<file path="src/rtl/mealy_pkg.sv">
// Shared types and pure functions for the LPT Mealy code observer:
// state/tracker enums, the code map and the fixed next-state function.
package mealy_pkg;

    typedef enum logic [1:0] {
        S_A = 2'd0,
        S_B = 2'd1,
        S_C = 2'd2,
        S_D = 2'd3
    } state_e;

    typedef enum logic [1:0] {
        TRK_HUNT  = 2'd0,
        TRK_LOCK  = 2'd1,
        TRK_FAULT = 2'd2
    } trk_e;

    localparam logic [2:0] CODE_A0      = 3'b111;
    localparam logic [2:0] CODE_A1      = 3'b101;
    localparam logic [2:0] CODE_B0      = 3'b001;
    localparam logic [2:0] CODE_B1      = 3'b011;
    localparam logic [2:0] CODE_C0      = 3'b000;
    localparam logic [2:0] CODE_C1      = 3'b100;
    localparam logic [2:0] CODE_D       = 3'b110;
    localparam logic [2:0] CODE_ILLEGAL = 3'b010;

    typedef struct packed {
        logic   legal;
        state_e state;
        logic   in_bit;
        logic   in_known;
    } dec_t;

    function automatic dec_t code_to_state_in(input logic [2:0] code);
        dec_t d;
        d = '{legal: 1'b1, state: S_A, in_bit: 1'b0, in_known: 1'b1};
        case (code)
            CODE_A0: d.state = S_A;
            CODE_A1: begin d.state = S_A; d.in_bit = 1'b1; end
            CODE_B0: d.state = S_B;
            CODE_B1: begin d.state = S_B; d.in_bit = 1'b1; end
            CODE_C0: d.state = S_C;
            CODE_C1: begin d.state = S_C; d.in_bit = 1'b1; end
            // Sd emits the same code for either input, so the input is lost.
            CODE_D:  begin d.state = S_D; d.in_known = 1'b0; end
            CODE_ILLEGAL: begin d.legal = 1'b0; d.in_known = 1'b0; end
            default: begin d.legal = 1'b0; d.in_known = 1'b0; end
        endcase
        return d;
    endfunction

    function automatic state_e next_state(input state_e s, input logic in_bit);
        case (s)
            S_A:     return in_bit ? S_C : S_B;
            S_B:     return in_bit ? S_D : S_C;
            S_C:     return in_bit ? S_A : S_D;
            default: return S_A;
        endcase
    endfunction

endpackage

</file>
<file path="src/rtl/mealy_code_dec.sv">
// Combinational decode of one 3-bit Mealy code into legality, state and input.
module mealy_code_dec
    import mealy_pkg::*;
(
    input  logic [2:0] code_i,
    output logic       legal_o,
    output logic [1:0] state_o,
    output logic       in_o,
    output logic       in_known_o
);

    dec_t dec;

    assign dec        = code_to_state_in(code_i);
    assign legal_o    = dec.legal;
    assign state_o    = dec.state;
    assign in_o       = dec.in_bit;
    assign in_known_o = dec.in_known;

endmodule

</file>
<file path="src/rtl/mealy_observer.sv">
// Receiver-side observer: registers incoming codes, decodes them, tracks the
// stream against the LPT next-state function and counts sequence violations.
module mealy_observer
    import mealy_pkg::*;
#(
    parameter int RELOCK = 2,
    parameter int ERR_W  = 8
) (
    input  logic             clk,
    input  logic             reset,
    input  logic             code_valid,
    input  logic [2:0]       code,
    output logic             dec_valid,
    output logic [1:0]       dec_state,
    output logic             dec_in,
    output logic             dec_in_known,
    output logic             locked,
    output logic             err_pulse,
    output logic [ERR_W-1:0] err_count
);

    localparam logic [3:0] RELOCK_C = 4'(RELOCK);

    logic             in_valid_q;
    logic [2:0]       in_code_q;
    trk_e             fsm_q, fsm_d;
    state_e           pred_q, pred_d;
    logic [3:0]       cnt_q, cnt_d;
    logic [1:0]       state_q, state_d;
    logic             in_q, in_d;
    logic             known_q, known_d;
    logic             dec_valid_q, locked_q, err_pulse_q;
    logic [ERR_W-1:0] err_count_q, err_count_d;
    logic             viol;

    logic       w_legal, w_in, w_known;
    logic [1:0] w_state;
    logic       match;

    mealy_code_dec u_dec (
        .code_i     (in_code_q),
        .legal_o    (w_legal),
        .state_o    (w_state),
        .in_o       (w_in),
        .in_known_o (w_known)
    );

    assign match = (w_state == pred_q);

    always_comb begin
        // NOTE: every signal gets a default before any branch so no latch is inferred.
        fsm_d       = fsm_q;
        pred_d      = pred_q;
        cnt_d       = cnt_q;
        state_d     = state_q;
        in_d        = in_q;
        known_d     = known_q;
        viol        = 1'b0;
        if (in_valid_q) begin
            if (w_legal) begin
                state_d = w_state;
                in_d    = w_in;
                known_d = w_known;
                pred_d  = next_state(state_e'(w_state), w_in);
            end
            case (fsm_q)
                TRK_HUNT: begin
                    if (w_legal) fsm_d = TRK_LOCK;
                    else         viol  = 1'b1;
                end
                TRK_LOCK: begin
                    if (!(w_legal && match)) begin
                        viol  = 1'b1;
                        fsm_d = TRK_FAULT;
                        cnt_d = 4'd0;
                    end
                end
                TRK_FAULT: begin
                    // A mismatch here restarts the run at 1: this code is its first member.
                    if (!w_legal) begin
                        viol  = 1'b1;
                        cnt_d = 4'd0;
                    end else begin
                        cnt_d = match ? cnt_q + 4'd1 : 4'd1;
                        if (cnt_d == RELOCK_C) begin
                            fsm_d = TRK_LOCK;
                            cnt_d = 4'd0;
                        end
                    end
                end
                default: fsm_d = TRK_HUNT;
            endcase
        end
        err_count_d = (viol && (err_count_q != '1)) ? err_count_q + 1'b1 : err_count_q;
    end

    always_ff @(posedge clk) begin
        // NOTE: sequential state uses non-blocking assignments so all registers update together.
        if (reset) begin
            in_valid_q  <= 1'b0;
            in_code_q   <= 3'd0;
            fsm_q       <= TRK_HUNT;
            pred_q      <= S_A;
            cnt_q       <= 4'd0;
            state_q     <= 2'd0;
            in_q        <= 1'b0;
            known_q     <= 1'b0;
            dec_valid_q <= 1'b0;
            locked_q    <= 1'b0;
            err_pulse_q <= 1'b0;
            err_count_q <= '0;
        end else begin
            in_valid_q  <= code_valid;
            in_code_q   <= code;
            fsm_q       <= fsm_d;
            pred_q      <= pred_d;
            cnt_q       <= cnt_d;
            state_q     <= state_d;
            in_q        <= in_d;
            known_q     <= known_d;
            dec_valid_q <= in_valid_q;
            locked_q    <= (fsm_d == TRK_LOCK);
            err_pulse_q <= viol;
            err_count_q <= err_count_d;
        end
    end

    assign dec_valid    = dec_valid_q;
    assign dec_state    = state_q;
    assign dec_in       = in_q;
    assign dec_in_known = known_q;
    assign locked       = locked_q;
    assign err_pulse    = err_pulse_q;
    assign err_count    = err_count_q;

endmodule

</file>
<file path="config.mk">
export PLATFORM = sky130hd
export DESIGN_NAME = mealy_observer
export DESIGN_NICKNAME = d
export VERILOG_FILES = /design/src/rtl/mealy_pkg.sv /design/src/rtl/mealy_code_dec.sv /design/src/rtl/mealy_observer.sv
export SDC_FILE = /design/constraint.sdc
export NUM_CORES = 1
export LEC_CHECK = 0
export CAP_MARGIN = 40
export CORE_ASPECT_RATIO = 0.75
export CORE_UTILIZATION = 56
export DETAILED_ROUTE_END_ITERATION = 7
export PLACE_DENSITY = 0.86
export RECOVER_POWER = 100
export SLEW_MARGIN = 20
export SYNTH_ARGS = -nofsm -noshare
export SYNTH_HDL_FRONTEND = slang
export SYNTH_SLANG_ARGS = --single-unit
export TNS_END_PERCENT = 50
</file>
<file path="constraint.sdc">
create_clock -name clk -period 5.6 [get_ports clk]
set_input_delay 0.56 -clock clk [delete_from_list [all_inputs] [get_ports clk]]
set_output_delay 0.56 -clock clk [all_outputs]
set_load 0.03 [all_outputs]
</file>
==> results.ini, run 1 <==
[route]
vias = 1213
wirelength_mm = 2.72
drtPass1Iterations = 4
ant_nets = 0
drt_drc_violations_left = 0
wl_per_cell_um = 13.3
drt_iter0_markers = 55
drt-vias-per-instance = 5.92

[critical_path]
cp_top_family = compound AO/OA/AOI/OAI gates
cp.required_ns = 5.85
r2r_slack_ns = 2.85
cp_slowest_cell = o21ai_0
critPathLaunch = in_code_q[0]$_SDFF_PP0_
cp.arrival_ns = 3.00
reg2regPathDepth = 5
cpPeakStageDelay_ns = 0.71
critPathBufInv = 0
worstPathCellList = and4b_1, o21ai_0, a32oi_1, or4b_1, a21oi_1
path_class = reg -> reg
worstReg2RegEnd = cnt_q[1]$_SDFFE_PP0P_
end_kind = register
critPathMaxFanout = 15
startpoint_type = register
reg2reg_from = in_code_q[0]$_SDFF_PP0_

[power]
p_int_w = 0.000244
ir_drop_mv = 0.195
p_switching_w = 0.0000890
power.density_nw_per_um2 = 212
seqPwrFrac_pct = 62.5
switching_share_pct = 26.7
combPwrFrac_pct = 12.5
power.leakage_nw = 0.568
clockPowerShare_pct = 25.0
power_w = 0.000333

[job]
maxCapViolCount = 0

[clocking]
cts_tree = done
clk_latency_ns = 0.32
htree_levels = 1
post_cts_buffers = 0
ctsHoldBuffers = 0
clock_sinks = 27
clkTransAtPathRegs_ns = 0.15
cts_root_buf = clkbuf_4
cts_max_path_buffers = 2
cts_resized = 0
numCtsBuffers = 3

[synth]
yosys.cell_count.top_type = dfxtp_1
ys_async_sr_fraction_pct = 0
synth.top_cell.area_share_pct = 40.7
synth_edf_count = 0
synth_nets = 163
syn_area_per_cell_um2 = 8.56
yosysWarnings = 0
ys_top_cells_by_count = 27 x dfxtp_1, 15 x nand2_1, 12 x nor2_1, 11 x a21oi_1, 11 x nor2b_1
synth.area.top_cells = dfxtp_1 41%, nor2b_1 5.2%, nand2_1 4.2%
ys.flop_type = dfxtp_1
yosysTopAreaCell = dfxtp_1
postSynthCellCount = 155
ys_types = 46
synth_area_um2 = 1330
ys_ff_latch = 27
seq_area_frac_synth_pct = 40.7

[min_path]
hold_path.startpoint = dec_state[0]$_SDFFE_PP0P_
hold_end = dec_state[0]$_SDFFE_PP0P_
hold_class = reg -> reg
min_delay_path_depth = 2

[floorplanning]
die_height_um = 44.2
start_util_pct = 62.6
fp.coreArea_um2 = 2120
die-area_um2 = 2570
fp.dieW_um = 58.2
rows = 14
ios = 21

[timing]
tns_ns = 0
fin_worst_skew_ns = 0.00981
fmax_mhz = 364
setup_viol_count_final = 0
min_period_ns = 2.75
drv_slew = 0
rsz0062_at_grt = no
hold_violations = 0
period_share_pct = 49.1
slew_headroom_pct = 40.9
tightest_slew_ns = 0.877

[grt]
grt_pass1_wl_mm = 4.70
overflow = 0
grt_max_degree = 21
grt_pass1_vias = 1022
grtUsageTotal_pct = 23.6
antenna_found_initial = 0

[status]
outcome = finished, final reports clean

[layout]
fin_nets = 182
drive_gt1_share_pct = 4.62
syn2layout_area_growth_pct = 18.2
fin_util_pct = 74.0
insertedDiodeCount = 0

[placed_design]
place_hpwl_mm = 1.98
port_buffers = 20
gp_congestion = 0.850

-- worst register-to-register path, cell delays in order (launching register included) --
cell	delay, ns
dfxtp_1	0.60
and4b_1	0.27
o21ai_0	0.71
a32oi_1	0.38
or4b_1	0.58
a21oi_1	0.15
-- cells by family after synthesis --
group,count (synthesis),share of synthesized area [%]
xor+xnor,3,1.98
mux,1,0.754
compound gates,45,23.9
buf+inv,12,3.39
flops,27,40.7
fa+ha+maj,2,1.88
simple gates,65,27.3
-- area by class of cell --
type / instances / area, um2
clock buffers: 3 / 22.5
clock inverters: 1 / 5.00
fillers: 170 / 551
inverters: 5 / 18.8
multi-input cells: 116 / 738
flip-flops and latches: 27 / 541
well taps: 32 / 40.0
repair buffers: 21 / 204
-- sequential cells by signal, indices dropped and copies added, names as in the netlist, 2 cells and up --
| signal | cells |
|---|---|
| err_count | 8 |
| cnt_q | 4 |
| in_code_q | 3 |
| dec_state | 2 |
| fsm_q | 2 |
| pred_q | 2 |
-- worst max-delay path by stage --
stage / slack [ns] / to / depth (start not counted)
after floorplan: 3.66 / cnt_q[1]$_SDFFE_PP0P_ / 5
after global placement: 3.35 / err_count[5]$_SDFFE_PP0P_ / 3
after detailed placement: 3.41 / cnt_q[1]$_SDFFE_PP0P_ / 5
after CTS: 3.36 / cnt_q[1]$_SDFFE_PP0P_ / 5
after global routing: 2.59 / cnt_q[1]$_SDFFE_PP0P_ / 5
final: 2.85 / cnt_q[1]$_SDFFE_PP0P_ / 5
-- cells in the final DEF (no fill, tap or decap), types with 2 or more instances in the layout --
master	count
a211oi_1	5
a21oi_1	11
a311oi_1	2
a31o_2	2
a31oi_1	5
clkbuf_4	3
clkdlybuf4s50_1	4
dfxtp_1	27
dlygate4sd3_1	16
ha_1	2
inv_1	5
nand2_1	15
nand2b_1	3
nand3_1	5
nand4_1	3
nor2_1	12
nor2b_1	11
nor3b_1	2
nor4b_1	2
o21a_1	2
o21ai_0	6
or4_1	2
xor2_1	2
-- per-stage QoR --
stage	hold WS [ns]	cell area [um2]	std cells	setup slack (ns)
2_1_floorplan	0.472	1330	155	3.66
3_3_place_gp	0.456	1540	200	3.35
3_5_place_dp	0.464	1550	201	3.41
4_1_cts	0.482	1580	205	3.36
5_1_grt	0.535	1570	205	2.59
6_report	0.477	1570	205	2.85
-- power by group through the flow --
stage               sequential, W  combinational, W  clock (W)
finish                   0.000208         0.0000415  0.0000834
global placement         0.000212         0.0000413          0
detailed placement       0.000212         0.0000433          0
global route             0.000209         0.0000462  0.0000909
floorplan                0.000214         0.0000262          0
CTS                      0.000208         0.0000435  0.0000846
-- layer usage --
| layer | GRT usage (%) | vias up | part of all wire (%) |
|---|---|---|---|
| li1 | - | 613 | - |
| met4 | 2.86 | 0 | 0.37 |
| met2 | 38.4 | 37 | 45 |
| met3 | 5.26 | 2 | 5.2 |
| met1 | 33.5 | 561 | 50 |
| met5 | 0 | - | 0 |
(Power assumes the default switching activity.)
==> inputs of run 2 (changes only) <==
Settings changed: CORE_UTILIZATION 56 to 47, PLACE_DENSITY 0.86 to 0.77.
Clock period 5.6 ns to 2.3 ns, I/O delays scaled along.
==> results.ini, run 2 (synthesis results as in run 1) <==
[clocking]
htree_levels = 1  ; unchanged
numCtsBuffers = 3  ; unchanged
ctsHoldBuffers = 0  ; unchanged
cts_resized = 0  ; unchanged
clk_latency_ns = 0.28  ; -0.04 ns
cts_root_buf = clkbuf_8
cts_tree = done
clkTransAtPathRegs_ns = 0.09  ; -0.06 ns
post_cts_buffers = 0  ; unchanged
cts_max_path_buffers = 2  ; unchanged
clock_sinks = 27  ; unchanged

[placed_design]
place_hpwl_mm = 2.15  ; +8.8%
port_buffers = 20  ; unchanged
gp_congestion = 0.842  ; -0.89%

[timing]
drv_slew = 0  ; unchanged
fin_worst_skew_ns = 0.00583  ; -0.00397 ns
rsz0062_at_grt = no
tightest_slew_ns = 0.475  ; -0.402 ns
setup_viol_count_final = 0  ; unchanged
period_share_pct = 94.0  ; +45 points
min_period_ns = 2.16  ; -0.587 ns
hold_violations = 0  ; unchanged
slew_headroom_pct = 67.9  ; +27 points
tns_ns = 0  ; unchanged
fmax_mhz = 462  ; +27%

[grt]
grt_max_degree = 17  ; -19%
grt_pass1_vias = 971  ; -5.0%
antenna_found_initial = 0  ; unchanged
grtUsageTotal_pct = 19.7  ; -4.0 points
overflow = 0  ; unchanged
grt_pass1_wl_mm = 4.54  ; -3.4%

[min_path]
hold_class = reg -> reg

[power]
power_w = 0.000883  ; +170%
power.leakage_nw = 0.579  ; +2.0%
ir_drop_mv = 0.362  ; +86%
power.density_nw_per_um2 = 547  ; +160%

[status]
outcome = finished, final reports clean

[job]
maxCapViolCount = 0  ; unchanged

[critical_path]
path_class = reg -> reg
cp.arrival_ns = 2.37  ; -0.63 ns
end_kind = register
cp.required_ns = 2.51  ; -3.34 ns
critPathMaxFanout = 15  ; unchanged
startpoint_type = register

[floorplanning]
start_util_pct = 50.2  ; -12 points
die-area_um2 = 3040  ; +18%
ios = 21  ; unchanged
die_height_um = 48.0  ; +8.7%
fp.coreArea_um2 = 2640  ; +25%
rows = 16  ; +2
fp.dieW_um = 63.4  ; +8.8%

[route]
drt_drc_violations_left = 0  ; unchanged
drtPass1Iterations = 4  ; unchanged
wl_per_cell_um = 13.8  ; +3.8%
vias = 1239  ; +2.1%
ant_nets = 0  ; unchanged
drt_iter0_markers = 65  ; +18%
drt-vias-per-instance = 5.84  ; -1.2%
wirelength_mm = 2.92  ; +7.3%

[layout]
largest_reg_flops = 8  ; unchanged
fin_nets = 185  ; +1.6%
syn2layout_area_growth_pct = 21.6
final_common_cell = dfxtp_1
nFillCells = 238  ; +40%
final_cell_mix = 27 x dfxtp_1, 16 x dlygate4sd3_1, 15 x nand2_1
fin_util_pct = 61.1  ; -13 points
drive_gt1_share_pct = 5.68  ; +1.1 points
insertedDiodeCount = 0  ; unchanged

## run 2: layer usage
layer	global-route usage, %	vias up	routed length (um)
li1	-	622	-
met1	25.9	558	1380
met2	32.3	54	1320
met3	4.76	5	195
met4	6.82	0	30
met5	0	-	0
## run 2: metrics by stage
step,setup slack [ns],hold WS (ns),instance area (um2),instances
finish,0.137,0.465,1610,212
global placement,0.243,0.459,1580,208
CTS,0.160,0.478,1630,212
detailed placement,0.191,0.464,1580,208
global route,0.0168,0.498,1610,212
floorplan,0.362,0.358,1330,155
## run 2: layout make-up
type	instances	area [um2]	share of cell area (%)
Tap cell	36	45.0	2.79
Multi-Input combinational cell	116	742	46.0
Clock inverter	1	7.51	0.465
Timing Repair Buffer	24	219	13.6
Sequential cell	27	541	33.5
Clock buffer	3	41.3	2.56
Inverter	5	18.8	1.16
## run 2: critical path, cell delays in order, from the launching register on
cell	delay (ns)
dfxtp_1	0.57
and4b_1	0.28
o21ai_2	0.34
nand3_1	0.22
or4_1	0.54
a21oi_1	0.15
## run 2: power breakdown
part,total (W),switching (W),internal (W)
logic,0.000108,0.0000611,0.0000466
clock network,0.000271,0.000148,0.000123
registers,0.000504,0.0000210,0.000483
total,0.000883,0.000230,0.000653
## run 2: worst paths after layout
kind,start,to,slack [ns],cells past startpoint
worst min-delay path,dec_state[0]$_SDFFE_PP0P_,dec_state[0]$_SDFFE_PP0P_,0.47,2
worst max-delay path,in_code_q[0]$_SDFF_PP0_,err_count[4]$_SDFFE_PP0P_,0.14,5
worst min register to register,dec_state[0]$_SDFFE_PP0P_,dec_state[0]$_SDFFE_PP0P_,0.47,2
worst max register to register,in_code_q[0]$_SDFF_PP0_,err_count[4]$_SDFFE_PP0P_,0.14,5
==> inputs of run 3 (changes only) <==
Settings changed: CORE_UTILIZATION 47 to 55, DONT_BUFFER_PORTS from default to 1, PLACE_DENSITY 0.77 to 0.76, RECOVER_POWER 100 to 25.
==> results.ini, run 3 (synthesis results as in run 1) <==
[status]
outcome = finished, final reports clean

[clocking]
clkTransAtPathRegs_ns = 0.14  ; +0.05 ns
clock_sinks = 27  ; unchanged
cts_tree = done
post_cts_buffers = 0  ; unchanged
clk_latency_ns = 0.32  ; +0.04 ns
cts_resized = 0  ; unchanged
htree_levels = 1  ; unchanged
cts_max_path_buffers = 2  ; unchanged
numCtsBuffers = 3  ; unchanged
cts_root_buf = clkbuf_4

[grt]
use_met3_pct = 6.73  ; +2.0 points
antenna_found_initial = 0  ; unchanged
grt_use_met1_pct = 30.2  ; +4.3 points
grtUsageTotal_pct = 21.3  ; +1.6 points
grt_pass1_wl_mm = 4.17  ; -8.2%
busiest_layer = met2
grt_pass1_vias = 938  ; -3.4%
overflow = 0  ; unchanged
gr-usage-met2_pct = 30.5  ; -1.9 points
grt_max_degree = 26  ; +9

[timing]
fmax_mhz = 460  ; -0.46%
period_share_pct = 94.5  ; +0.43 points
fin_worst_skew_ns = 0.00916  ; +0.00333 ns
setup_ws_ns = 0.127  ; -0.00998 ns
min_period_ns = 2.17  ; +0.00998 ns
holdWs_ns = 0.0296  ; -0.436 ns
hold_violations = 0  ; unchanged
drv_slew = 0  ; unchanged
rsz0062_at_grt = no
setup_viol_count_final = 0  ; unchanged
tightest_slew_ns = 0.473  ; -0.00234 ns
tns_ns = 0  ; unchanged
slew_headroom_pct = 68.2  ; +0.28 points

[power]
power.density_nw_per_um2 = 559  ; +2.2%
power_w = 0.000795  ; -10%
ir_drop_mv = 0.477  ; +32%
power.leakage_nw = 0.472  ; -18%

[floorplanning]
die_height_um = 44.5  ; -7.2%
rows = 15  ; -1
fp.coreArea_um2 = 2290  ; -13%
ios = 21  ; unchanged
die-area_um2 = 2620  ; -14%
fp.dieW_um = 58.7  ; -7.3%
start_util_pct = 58.0  ; +7.7 points

[critical_path]
critPathBufInv = 0  ; unchanged
crit_end = cnt_q[1]$_SDFFE_PP0P_
critPathMaxFanout = 15  ; unchanged
reg2reg_from = in_code_q[0]$_SDFF_PP0_
path_class = reg -> reg
cp_slowest_cell = or3b_1
worstReg2RegEnd = cnt_q[1]$_SDFFE_PP0P_
end_kind = register
cp_top_family = simple AND/OR/NAND/NOR gates
path_depth = 5  ; unchanged
worstPathCellList = or3b_1, a221o_1, a21oi_4, or4b_1, a21oi_1
reg2regPathDepth = 5  ; unchanged
critPathLaunch = in_code_q[0]$_SDFF_PP0_
r2r_slack_ns = 0.13  ; about the same
cpPeakStageDelay_ns = 0.48  ; -0.09 ns
startpoint_type = register
cp.arrival_ns = 2.44  ; +0.07 ns
cp.required_ns = 2.57  ; +0.06 ns

[layout]
largest_reg_flops = 8  ; unchanged
final_cell_mix = 27 x dfxtp_1, 15 x nand2_1, 12 x nor2_1
syn2layout_area_growth_pct = 7.07
fin_nets = 167  ; -9.7%
insertedDiodeCount = 0  ; unchanged
drive_gt1_share_pct = 7.59  ; +1.9 points
final_common_cell = dfxtp_1
final_cells = 192  ; -9.4%

[route]
drtPass1Iterations = 5  ; +1
wl_per_cell_um = 13.4  ; -2.4%
ant_nets = 0  ; unchanged
wirelength_mm = 2.58  ; -12%
drt_iter0_markers = 39  ; -40%
drt_drc_violations_left = 0  ; unchanged
vias = 1157  ; -6.6%
drt-vias-per-instance = 6.03  ; +3.1%

[placed_design]
place_hpwl_mm = 1.76  ; -18%
gp_congestion = 0.819  ; -2.7%
dp_worst_setup_slack_ns = 0.176  ; -0.0145 ns
port_buffers = 0  ; -100%
dpl.cell_count = 186  ; -11%

[job]
maxCapViolCount = 0  ; unchanged

[min_path]
hold_class = in -> reg

## run 3: layout make-up
type,count,area [um2]
timing repair buffer,6,51.3
inverter,5,18.8
multi-input combinational,116,742
fill,206,868
clock buffer,4,26.3
sequential,27,541
tap,34,42.5
## run 3: worst reg2reg max path: stages, from the launching register on
cell     delay [ns]
dfxtp_1        0.45
or3b_1         0.48
a221o_1        0.39
a21oi_4        0.22
or4b_1         0.45
a21oi_1        0.14
## run 3: timing repair
item,4_1_cts,5_1_grt
hold endpoints to repair,25,0
setup endpoints to repair,0,0
hold buffers,1,0
## run 3: layer usage
layer	wire, um	vias up	share of wire, %
met5	0	-	0
met4	20	0	0.77
met3	136	4	5.3
met2	1060	37	41
met1	1360	537	53
li1	-	579	-
## run 3: worst min-delay path by stage
stage,from,end,slack [ns],cells after the start
floorplan,code[0],in_code_q[0]$_SDFF_PP0_,0.36,1
global route,code[2],in_code_q[2]$_SDFF_PP0_,0.02,1
global placement,reset,cnt_q[1]$_SDFFE_PP0P_,0.30,1
CTS,code[2],in_code_q[2]$_SDFF_PP0_,0.02,1
finish,code[2],in_code_q[2]$_SDFF_PP0_,0.03,1
detailed placement,reset,fsm_q[0]$_SDFF_PP0_,0.30,1
## run 3: power by group
part            total, W  internal (W)  switching [W]
clock           0.000200     0.0000679       0.000132
combinational  0.0000739     0.0000326      0.0000413
sequential      0.000521      0.000484      0.0000369
total           0.000795      0.000584       0.000210
## run 3: metrics by stage
stage          utilization [%]  instance area (um2)
6_report                  62.1                 1420
5_1_grt                   62.1                 1420
4_1_cts                   61.6                 1410
3_5_place_dp              60.0                 1370
3_3_place_gp              60.0                 1370
2_1_floorplan                -                 1330
